### config.mk
export PLATFORM = sky130hd
export DESIGN_NAME = lsu_mem_master
export DESIGN_NICKNAME = d
export VERILOG_FILES = /design/src/rtl/lsu_mem_master.sv
export SDC_FILE = /design/constraint.sdc
export NUM_CORES = 1
export LEC_CHECK = 0
export BUFFER_PORTS_ARGS = -buffer_cell sky130_fd_sc_hd__buf_2
export CORE_MARGIN = 8
export CORE_UTILIZATION = 45
export DETAILED_ROUTE_END_ITERATION = 16
export PLACE_DENSITY_LB_ADDON = 0.1
export REMOVE_ABC_BUFFERS = 1
export SLEW_MARGIN = 40
export SYNTH_ARGS = -nofsm -noshare
export SYNTH_HDL_FRONTEND = slang
export SYNTH_SLANG_ARGS = --single-unit
export TNS_END_PERCENT = 100
### constraint.sdc
create_clock -name clk -period 1.75 [get_ports clk]
set_input_delay 0.175 -clock clk [delete_from_list [all_inputs] [get_ports clk]]
set_output_delay 0.175 -clock clk [all_outputs]
set_load 0.01 [all_outputs]
### src/rtl/lsu_mem_master.sv
// lsu_mem_master: byte-addressed load/store initiator over a word-wide memory port with sub-word RMW
module lsu_mem_master #(
  parameter int AW = 11,
  parameter int DW = 32,
  parameter int RD_LAT = 1
) (
  input  logic          clk,
  input  logic          reset,
  input  logic          req_valid,
  output logic          req_ready,
  input  logic          req_we,
  input  logic [2:0]    req_func3,
  input  logic [31:0]   req_addr,
  input  logic [DW-1:0] req_wdata,
  output logic          resp_valid,
  output logic [DW-1:0] resp_rdata,
  output logic          resp_err,
  output logic [AW-1:0] mem_addr,
  output logic          mem_wr,
  output logic [DW-1:0] mem_wdata,
  input  logic [DW-1:0] mem_rdata,
  output logic [2:0]    mem_func3
);
  localparam int CW = $clog2(RD_LAT + 1) + 1;
  typedef enum logic [1:0] {IDLE, READ, WRITE, RESP} state_t;
  state_t state, state_nx;
  logic          we_q, err_q;
  logic [2:0]    f3_q;
  logic [1:0]    off_q;
  logic [DW-1:0] wd_q, rd_q;
  logic [CW-1:0] cnt;
  logic          accept, ill, mis, last, is_sw;
  logic [4:0]    sh;
  logic [DW-1:0] mask, merged, lane, ext;
  logic          unused_addr;
  assign unused_addr = ^{req_addr[31:AW+2]};
  assign req_ready = state == IDLE;
  assign accept = req_valid && req_ready;
  assign ill = req_we ? (req_func3 >= 3'd3) : (req_func3 == 3'd3 || req_func3[2:1] == 2'b11);
  assign mis = (req_func3[1:0] == 2'b01 && req_addr[0]) || (req_func3[1:0] == 2'b10 && req_addr[1:0] != 2'b00);
  assign is_sw = req_we && req_func3 == 3'b010;
  assign last = cnt == CW'(RD_LAT);
  assign sh = {off_q, 3'b000};
  assign mask = (f3_q[0] ? 32'h0000_ffff : 32'h0000_00ff) << sh;
  assign merged = (mem_rdata & ~mask) | ((wd_q << sh) & mask);
  assign lane = rd_q >> sh;
  assign ext = f3_q[1:0] == 2'b00 ? {{24{~f3_q[2] & lane[7]}}, lane[7:0]} :
               f3_q[1:0] == 2'b01 ? {{16{~f3_q[2] & lane[15]}}, lane[15:0]} : lane;
  assign resp_valid = state == RESP;
  assign resp_err = resp_valid && err_q;
  assign resp_rdata = (resp_valid && !we_q && !err_q) ? ext : '0;
  assign mem_wr = state == WRITE && !reset;
  assign mem_func3 = 3'b010;
  always_ff @(posedge clk)
    state <= reset ? IDLE : state_nx;
  always_comb begin
    state_nx = state;
    case (state)
      IDLE:  state_nx = !accept ? IDLE : (ill || mis) ? RESP : is_sw ? WRITE : READ;
      READ:  state_nx = !last ? READ : we_q ? WRITE : RESP;
      WRITE: state_nx = RESP;
      RESP:  state_nx = IDLE;
      default: state_nx = IDLE;
    endcase
  end
  always_ff @(posedge clk) begin
    if (reset) begin
      we_q      <= 1'b0;
      err_q     <= 1'b0;
      f3_q      <= '0;
      off_q     <= '0;
      wd_q      <= '0;
      rd_q      <= '0;
      cnt       <= '0;
      mem_addr  <= '0;
      mem_wdata <= '0;
    end else if (accept) begin
      we_q     <= req_we;
      err_q    <= ill || mis;
      f3_q     <= req_func3;
      off_q    <= req_addr[1:0];
      wd_q     <= req_wdata;
      cnt      <= '0;
      mem_addr <= req_addr[AW+1:2];
      if (is_sw) mem_wdata <= req_wdata;
    end else if (state == READ) begin
      cnt <= cnt + 1'b1;
      if (last) rd_q <= mem_rdata;
      if (last && we_q) mem_wdata <= merged;
    end
  end
endmodule

Word-level counts from Yosys, hierarchy flattened
Cells that the tools add are included.
- register bits: 118
- latch bits: 0
- memory bits (writable): 0
- bits in read-only memories: 0
- input port bits: 103
- output and inout bits: 82
- logic and storage cells: 72
- memories: 0
- $add $sub $neg: 1
- multipliers: 0
- divide/modulo/power cells: 0
- order comparisons: 1
- equal/unequal tests: 11
- shifts and indexed selects: 3
- muxes and demuxes: 15
- bitwise gates (word level): 8
- reductions and logical operators: 23
- operator list (cell ; number):
    2-to-1 mux 32 bit ; 7
    bitwise AND 32 bit ; 2
    NOT 32 bit ; 1
    bitwise OR 32 bit ; 1
    << shifter 16 x 5 -> 32 bit ; 1
    << shifter 32 x 5 -> 32 bit ; 1
    >> shifter 32 x 5 -> 32 bit ; 1
    2-to-1 mux 16 bit ; 1
    logical AND 1 bit ; 9
    equality test 2 x 1 -> 1 bit (second input constant) ; 4
    equality test 2 bit (second input constant) ; 4
    2-to-1 mux 2 bit ; 4
    one-hot mux 2 bit (4 select lines) ; 1
    equality test 3 x 2 -> 1 bit (second input constant) ; 2
    AND reduction 3 bit ; 2
    nonzero test 2 bit ; 3
    logical NOT 2 bit ; 2
    >= comparator 3 x 2 -> 1 bit (second input constant) ; 1
    logical NOT 1 bit ; 3
    logical OR 1 bit ; 3
    adder 2 x 1 -> 2 bit (second input constant) ; 1
    bitwise AND 1 bit ; 2
    2-to-1 mux 1 bit ; 2
    inequality test 2 x 1 -> 1 bit (second input constant) ; 1
    other kinds (2) ; 3

Logic depth before layout (Yosys ltp)
Gate-level depths: netlist (run 1).
- depth in word-level cells: 8
- mapped depth: 8
- depth with buffers taken out: 6

Least setup slack after synthesis (run 1)
OpenSTA, ideal clock, no wires.
- path kind: reg2out
- start point: register off_q[0]
- end point: output port resp_rdata[6]
- arrival: 1.612 ns
- required time: 1.575 ns
- path slack: -0.037 ns
- cell stages (with the launch flop): 7
- path buffers: 4
- cell sequence: dfxtp_1 -> buf_2 -> clkbuf_1 -> clkbuf_1 -> buf_2 -> mux2i_1 -> a211oi_1
- longest elaborated chain between the ends: 4
- RTL lines (item ; line ; source):
    start, declared ; 29 ; logic [1:0] off_q;
    start signal, assigned ; 81 ; off_q <= req_addr[1:0];
    >> shifter 32 x 5 -> 32 bit (*) ; 46 ; assign lane = rd_q >> sh;
    2-to-1 mux 32 bit ; 48 ; f3_q[1:0] == 2'b01 ? {{16{~f3_q[2] & lane[15]}}, lane[15:0]} : lane;
    2-to-1 mux 32 bit (*) ; 47 ; assign ext = f3_q[1:0] == 2'b00 ? {{24{~f3_q[2] & lane[7]}}, lane[7:0]} :
    2-to-1 mux 32 bit (*) ; 51 ; assign resp_rdata = (resp_valid && !we_q && !err_q) ? ext : '0;
    end, declared ; 16 ; output logic [DW-1:0] resp_rdata,
Every way passes the cells marked *; elsewhere a longest branch is shown, timed or not.

Worst setup path in the final report (run 1)
- start point: register state[0]
- end point: output port resp_rdata[24]
- longest elaborated chain between the ends: 4
- RTL lines (item ; line ; source):
    start, declared ; 26 ; state_t state, state_nx;
    start signal, assigned ; 55 ; state <= reset ? IDLE : state_nx;
    equality test 2 bit ; 49 ; assign resp_valid = state == RESP;
    logical AND 1 bit (2 in a row) ; 51 ;
    2-to-1 mux 32 bit ; 51 ;
Every way passes these cells.

==> metrics.md, run 1 <==
| Metric | Value |
|---|---|
| Status | finished, violations left |
| Failing checks | negative setup slack |
| Sequential fraction of the synthesis area | 39.3% |
| Post-synth EDFFs | 0 |
| Num rows | 39 |
| DP Wirelength | 13.0 mm |
| # IOs | 185 |
| Fillers | 878 |
| Clock tree root driver cell | clkbuf_16 |
| Clk_skew | 9.92 ps |
| FF+latch area | 2060 sq um |
| R2R depth | 8 |
| Logic pwr share | 25.9% |
| Setup tns final | -13990 ps |
| Launch point of the worst reg-to-reg path | state[1]$_SDFF_PP0_ |
| # nets final | 977 |
| CTS clk-pin slew, worst paths | 70 ps |
| Post-synth ARST share | 0% |
| # diodes | 0 |
| Area Overhead vs Synth | 55.6% |
| Syn Inst Count | 676 |
| Remaining global-route overflow | 0 |
| First-pass GRT wire length | 31.3 mm |
| Prevailing post-synth register cell | dfxtp_1 |
| RSZ-0062 raised after global routing | yes |
| Final min period | 2200 ps |
| Crit path max fanout | 10 |
| Int Pwr | 4.63 mW |
| Hold endpoint | mem_addr[3]$_SDFFE_PP0P_ |
| Final Hold Viols | 0 |
| Max-slew violations | 0 |
| Share of layout cells above drive strength 1 | 43.9% |
| Die height | 123 um |
| Arrival time worst endpoint | 2020 ps |
| Seq pwr share | 38.8% |
| Worst r2r dst | mem_wdata[0]$_SDFFE_PP0P_ |
| WHS Path Cells | 3 |
| Clock power frac | 35.3% |
| Min-delay src | req_addr[5] |
| Synth warn | 0 |
| TritonCTS Buffers | 9 |
| CTS hold repair buffers | 0 |
| FF-to-FF setup slack | -230 ps |
| Cell variety after synth | 46 |
| Mapped Area | 5190 sq um |
| Yosys reg bits | 102 |
| Critical Path RT | 1570 ps |
| Most used routing layer | met2 |
| Critical Setup Path Class | flip-flop to output port |
| Final setup fails | 64 |
| Pwr per Cell Area | 818 nW/um^2 |
| Met1 Use GR | 32.2% |
| WL/cell | 21.1 um |
| Met2 Use GR | 42.4% |
| I/O Buffers | 162 |
| Switching power share of the total | 29.9% |
| Hold WC Path Type | input port to flip-flop |
| Vias per cell | 5.89 |
| Worst Setup Start Kind | flip-flop |
| Initial core utilization | 45.9% |
| Layout Cells excl Fill | 1020 |
| Clock sinks | 102 |
| Crit end category | output port |
| MaxCap Viol Count | 0 |
| Leakage | 3.25 nW |
| Initial antenna violation count | 0 |
| Switch Pwr | 1.98 mW |
| DIE AREA | 15200 sq um |
| Pin count of the biggest net entering global routing | 44 |
| 1st-pass router iterations | 5 |
| Max rail drop VDD | 0.000684 V |
| Final hold slack | 52.2 ps |
| Skew-Pair Late Insertion Delay | 360 ps |
| Starting DRT DRC Count | 517 |
| Total power | 6.61 mW |
| Final WL | 21.5 mm |
| Final WS setup | -446 ps |
| Avg Cell Area, Syn | 7.68 sq um |
| Placed instance count | 969 |
| Global-route track usage on met3 | 7.95% |
| CTS tree | yes |
| Fmax | 0.455 GHz |
| Total GRT Usage | 26.4% |
| Post-DRT Antenna Nets | 0 |
| Placer congestion estimate | 0.859 |
| Vias | 6010 |
| Vias in the first global route | 5879 |
| Area of the multi-input gates | 3390 sq um |
| Period utilization | 125% |
| Core Area | 11300 sq um |
| Max Root-Sink Buffers | 2 |
| H-tree Lvls | 3 |
| Die X | 123 um |
| DRC Markers | 0 |
[metrics by stage]
stage                     instance area (sq um)  utilization (%)  setup WS, ps
after global routing                       8080             71.4          -491
after detailed placement                   6400             56.6          -274
after CTS                                  7610             67.3          -450
after global placement                     6400             56.5          -344
final                                      8080             71.4          -446
after floorplan                            4900                -         -1750
[routing by layer]
| metal | routed length [um] | vias up |
|---|---|---|
| met5 | 0 | - |
| li1 | - | 2764 |
| met1 | 8500 | 2910 |
| met2 | 10400 | 283 |
| met3 | 1950 | 53 |
| met4 | 686 | 0 |
[cells by family after synthesis]
family	share of synthesized area, %
other cells	0.145
simple gates	18.5
mux	3.54
compound gates	30.5
flops	39.3
fa+ha+maj	0.241
buf+inv	7.76
[registers in the layout (all words and copies together) (netlist names)]
| signal | flops |
|---|---|
| state | 2 |
| f3_q | 3 |
| wd_q | 16 |
| mem_addr | 11 |
| mem_wdata | 32 |
| cnt | 2 |
| off_q | 2 |
| we_q | 1 |
| rd_q | 32 |
| err_q | 1 |
[Yosys cell counts, types with 2 or more instances]
| cell | count | area [sq um] |
|---|---|---|
| buf_4 | 3 | 22.5 |
| a211oi_1 | 15 | 113 |
| dfxtp_1 | 102 | 2040 |
| buf_2 | 7 | 35.0 |
| a221oi_1 | 10 | 87.6 |
| a22oi_1 | 2 | 15.0 |
| buf_6 | 4 | 45.0 |
| nor2b_1 | 19 | 119 |
| a21o_1 | 8 | 60.1 |
| a311o_1 | 8 | 80.1 |
| buf_1 | 6 | 22.5 |
| nand2_1 | 150 | 563 |
| a21oi_1 | 124 | 621 |
| inv_1 | 27 | 101 |
| or2_2 | 2 | 12.5 |
| a221oi_2 | 12 | 180 |
| o21ai_0 | 22 | 110 |
| nand2b_1 | 2 | 12.5 |
| conb_1 | 2 | 7.51 |
| and3_1 | 2 | 12.5 |
| o221a_2 | 8 | 90.1 |
| clkbuf_1 | 47 | 176 |
| nor2_1 | 34 | 128 |
| mux2i_1 | 15 | 150 |
| nor3b_1 | 2 | 15.0 |
| o21a_1 | 4 | 30.0 |
| o22a_1 | 3 | 26.3 |
| o221ai_1 | 16 | 140 |
| and2_1 | 3 | 18.8 |
[power by group through the flow]
stage / combinational [mW] / sequential (mW) / clock (mW)
2_1_floorplan: 0.589 / 2.64 / 0
3_3_place_gp: 1.24 / 2.58 / 0
3_5_place_dp: 1.27 / 2.59 / 0
4_1_cts: 1.50 / 2.55 / 2.34
5_1_grt: 1.81 / 2.58 / 2.44
6_report: 1.71 / 2.56 / 2.33
[worst max-delay path: stages (launching register included)]
cell     delay, ps
dfxtp_4        370
buf_6          130
and2_4         150
nor3b_4        220
buf_6          150
and3_4         220
buf_12         130
a21o_1         140
buf_2          140
[what timing repair did]
| action | 4_1_cts | 5_1_grt |
|---|---|---|
| cloned | 9 | 3 |
| endpoints found under the setup margin | 64 | 65 |
| pin swaps | 32 | 25 |
| setup buffers | 12 | 18 |
| endpoints found under the hold margin | 0 | 0 |
| resized for setup | 123 | 71 |
[placed cells by master (no fill, tap or decap), drive strengths merged, types with 3 or more instances in the layout]
cell    count
o221ai     16
nor2       34
inv        27
mux2i      15
nor2b      19
buf       247
a221oi     22
nand2     150
o221a       8
o22a        3
o21ai      23
bufinv      3
and2        3
a21oi     124
dfxtp     102
a311o       8
a211oi     16
o21a        4
conb        3
a21o        8
clkbuf     14
[final cells by class]
class / instances / share of cell area, %
Multi-Input combinational cell: 481 / 41.9
Sequential cell: 102 / 25.4
Timing Repair Buffer: 252 / 25.0
Clock buffer: 11 / 3.00
Tap cell: 143 / 2.21
Inverter: 27 / 1.25
Clock inverter: 4 / 1.18
[worst max-delay path by stage]
stage	start	end	cells after the start
detailed placement	state[1]$_SDFF_PP0_	resp_rdata[19]	8
finish	state[0]$_SDFF_PP0_	resp_rdata[24]	8
global route	state[0]$_SDFF_PP0_	resp_rdata[22]	8
global placement	we_q$_SDFFE_PP0P_	resp_rdata[24]	5
CTS	err_q$_SDFFE_PP0P_	resp_rdata[22]	6
floorplan	state[0]$_SDFF_PP0_	mem_wdata[17]$_SDFFE_PP0P_	4
(Power assumes the default switching activity.)
==> inputs of run 2 (changes only) <==
--- a/config.mk
+++ b/config.mk
@@ -6,8 +6,10 @@
 export NUM_CORES = 1
 export LEC_CHECK = 0
 export BUFFER_PORTS_ARGS = -buffer_cell sky130_fd_sc_hd__buf_2
+export CELL_PAD_IN_SITES_DETAIL_PLACEMENT = 1
+export CELL_PAD_IN_SITES_GLOBAL_PLACEMENT = 2
 export CORE_MARGIN = 8
-export CORE_UTILIZATION = 45
+export CORE_UTILIZATION = 29
 export DETAILED_ROUTE_END_ITERATION = 16
 export PLACE_DENSITY_LB_ADDON = 0.1
 export REMOVE_ABC_BUFFERS = 1
==> constraint.sdc (replaced) <==
create_clock -name clk -period 2.6 [get_ports clk]
set_input_delay 0.26 -clock clk [delete_from_list [all_inputs] [get_ports clk]]
set_output_delay 0.26 -clock clk [all_outputs]
set_load 0.01 [all_outputs]
==> metrics.md, run 2 (same netlist as run 1, synthesis figures left out) <==
| Metric | Value |
|---|---|
| Commonest non-fill, non-tap cell in the layout | buf_2 |
| Fmax | 0.405 GHz |
| Worst path slowest cell | mux4_2 |
| Hold endpoint | mem_addr[8]$_SDFFE_PP0P_ |
| Slew HR | 52.0% |
| # resized after CTS | 4 (-97%) |
| WHS Path Cells | 3 (unchanged) |
| Postcts setup bufs | 0 (-12) |
| Total power | 4.03 mW (-39%) |
| Post-route design area | 6570 sq um (-19%) |
| WL/cell | 20.0 um (-5.0%) |
| Critical Path RT | 2340 ps (+770 ps) |
| Area of the multi-input gates | 2780 sq um (-18%) |
| Worst Setup Start Kind | flip-flop |
| Clk_skew | 6.24 ps (-3.68 ps) |
| Final setup fails | 0 (-100%) |
| Leakage | 2.70 nW (-17%) |
| TritonCTS Buffers | 9 (unchanged) |
| Most frequent cells in the layout | buf_2 (161), nand2_1 (150), a21oi_1 (124) |
| Clock tree root driver cell | clkbuf_16 |
| Worst r2r dst | mem_wdata[22]$_SDFFE_PP0P_ |
| Pin count of the biggest net entering global routing | 59 (+34%) |
| Critical Setup Path Class | flip-flop to output port |
| Initial core utilization | 29.2% (-17 points) |
| Starting DRT DRC Count | 198 (-62%) |
| Placer congestion estimate | 0.759 (-12%) |
| Max rail drop VDD | 0.000339 V (-50%) |
| Worst-Margin Slew | 720 ps |
| Status | completed |
| MaxCap Viol Count | 0 (unchanged) |
| CTS tree | yes |
| Max Root-Sink Buffers | 2 (unchanged) |
| First-pass GRT wire length | 32.3 mm (+3.2%) |
| Hold WC Path Type | input port to flip-flop |
| Final Hold Viols | 0 (unchanged) |
| H-tree Lvls | 3 (unchanged) |
| Arrival time worst endpoint | 2210 ps (+190 ps) |
| Placed cell area | 6210 sq um (-3.0%) |
| Total GRT Usage | 18.6% (-7.8 points) |
| I/O Buffers | 162 (unchanged) |
| Skew-Pair Late Insertion Delay | 350 ps (about the same) |
| Final min period | 2470 ps |
| FF+latch area | 2050 sq um (-0.30%) |
| Vias in the first global route | 5785 (-1.6%) |
| # diodes | 0 (unchanged) |
| Clock sinks | 102 (unchanged) |
| RSZ-0062 raised after global routing | no |
| CTS clk-pin slew, worst paths | 70 ps (about the same) |
| Period utilization | 94.9% |
| R2R depth | 6 (-2) |
| Largest regs | mem_wdata x32, rd_q x32, wd_q x16 |
| # IOs | 185 (unchanged) |
| Launch point of the worst reg-to-reg path | off_q[0]$_SDFFE_PP0P_ |
| Largest stage delay on the critical path | 540 ps (+170 ps) |
| # nets final | 912 (-6.7%) |
| Share of layout cells above drive strength 1 | 29.4% (-15 points) |
| FF-to-FF setup slack | 330 ps (+560 ps) |
| CTS hold repair buffers | 0 (unchanged) |
| Die height | 150 um (+21%) |
| Final hold slack | 136 ps (+83.8 ps) |
| Initial antenna violation count | 1 (+1) |
| Num rows | 49 (+26%) |
| Final WL | 20.9 mm (-2.9%) |
| DRC Markers | 0 (unchanged) |
| Post-DRT Antenna Nets | 0 (unchanged) |
| Core Area | 17800 sq um (+57%) |
| DIE AREA | 22400 sq um (+47%) |
| Critical Path, Cell by Cell | mux4_2 -> nor2_1 -> a211o_2 -> o21ai_0 -> buf_2 |
| Vias | 5443 (-9.4%) |
| Crit path max fanout | 8 (-2) |
| 1st-pass router iterations | 4 (-1) |
| Fillers | 2224 (+150%) |
| Pwr per Cell Area | 613 nW/um^2 (-25%) |
| Die X | 150 um (+21%) |
| Min-delay src | req_addr[10] |
| Area Overhead vs Synth | 26.4% |
| DP Wirelength | 14.9 mm (+14%) |
| Crit end category | output port |
| Max-slew violations | 0 (unchanged) |
| Vias per cell | 5.22 (-11%) |
| Remaining global-route overflow | 0 (unchanged) |
==> run 2: worst max-delay path by stage <==
stage                                startpoint                          to  slack, ps  depth (start not counted)
after detailed placement  off_q[1]$_SDFFE_PP0P_  mem_wdata[22]$_SDFFE_PP0P_        240                          6
after floorplan             state[0]$_SDFF_PP0_  mem_wdata[17]$_SDFFE_PP0P_       -900                          4
after global routing      off_q[0]$_SDFFE_PP0P_              resp_rdata[17]          5                          5
final                     off_q[0]$_SDFFE_PP0P_              resp_rdata[20]        130                          5
after global placement    off_q[1]$_SDFFE_PP0P_  mem_wdata[22]$_SDFFE_PP0P_        270                          6
after CTS                 off_q[1]$_SDFFE_PP0P_              resp_rdata[20]         20                          5
==> run 2: final cells by class <==
cell class              instances  area share, %
clock buffers                  10           3.64
clock inverters                 6           1.30
inverters                      27           1.54
multi-input cells             481           42.3
flip-flops and latches        102           31.2
well taps                     229           4.36
repair buffers                187           15.6
==> run 2: layer usage <==
metal  vias to the layer above  global-route usage, %  wire (um)
met5                         -                      0          8
met3                        25                   4.51       1350
met4                         2                   6.70        388
met1                      2656                   23.2       9240
li1                       2620                      -          -
met2                       140                   30.6       9870
==> run 2: stage by stage <==
step           utilization, %  setup TNS [ps]  setup WS, ps  std cells
6_report                 36.9               0           134       1042
5_1_grt                  36.9               0          4.84       1042
4_1_cts                  36.9               0          20.2       1042
3_5_place_dp             34.9               0           243       1026
3_3_place_gp             34.9               0           273       1026
2_1_floorplan               -          -31090          -900        610
==> run 2: worst max-delay path: cells and delay by family (launching register included) <==
family                 cells  cell delay (ps)
AO/OA/AOI/OAI              2              500
multiplexers               1              540
AND/OR/NAND/NOR            1              240
buffers and inverters      1              190
flip-flops                 1              380
==> run 2: power breakdown <==
part	internal, mW	switching (mW)
clock	0.868	0.631
combinational	0.297	0.495
sequential	1.65	0.0856
total	2.81	1.21
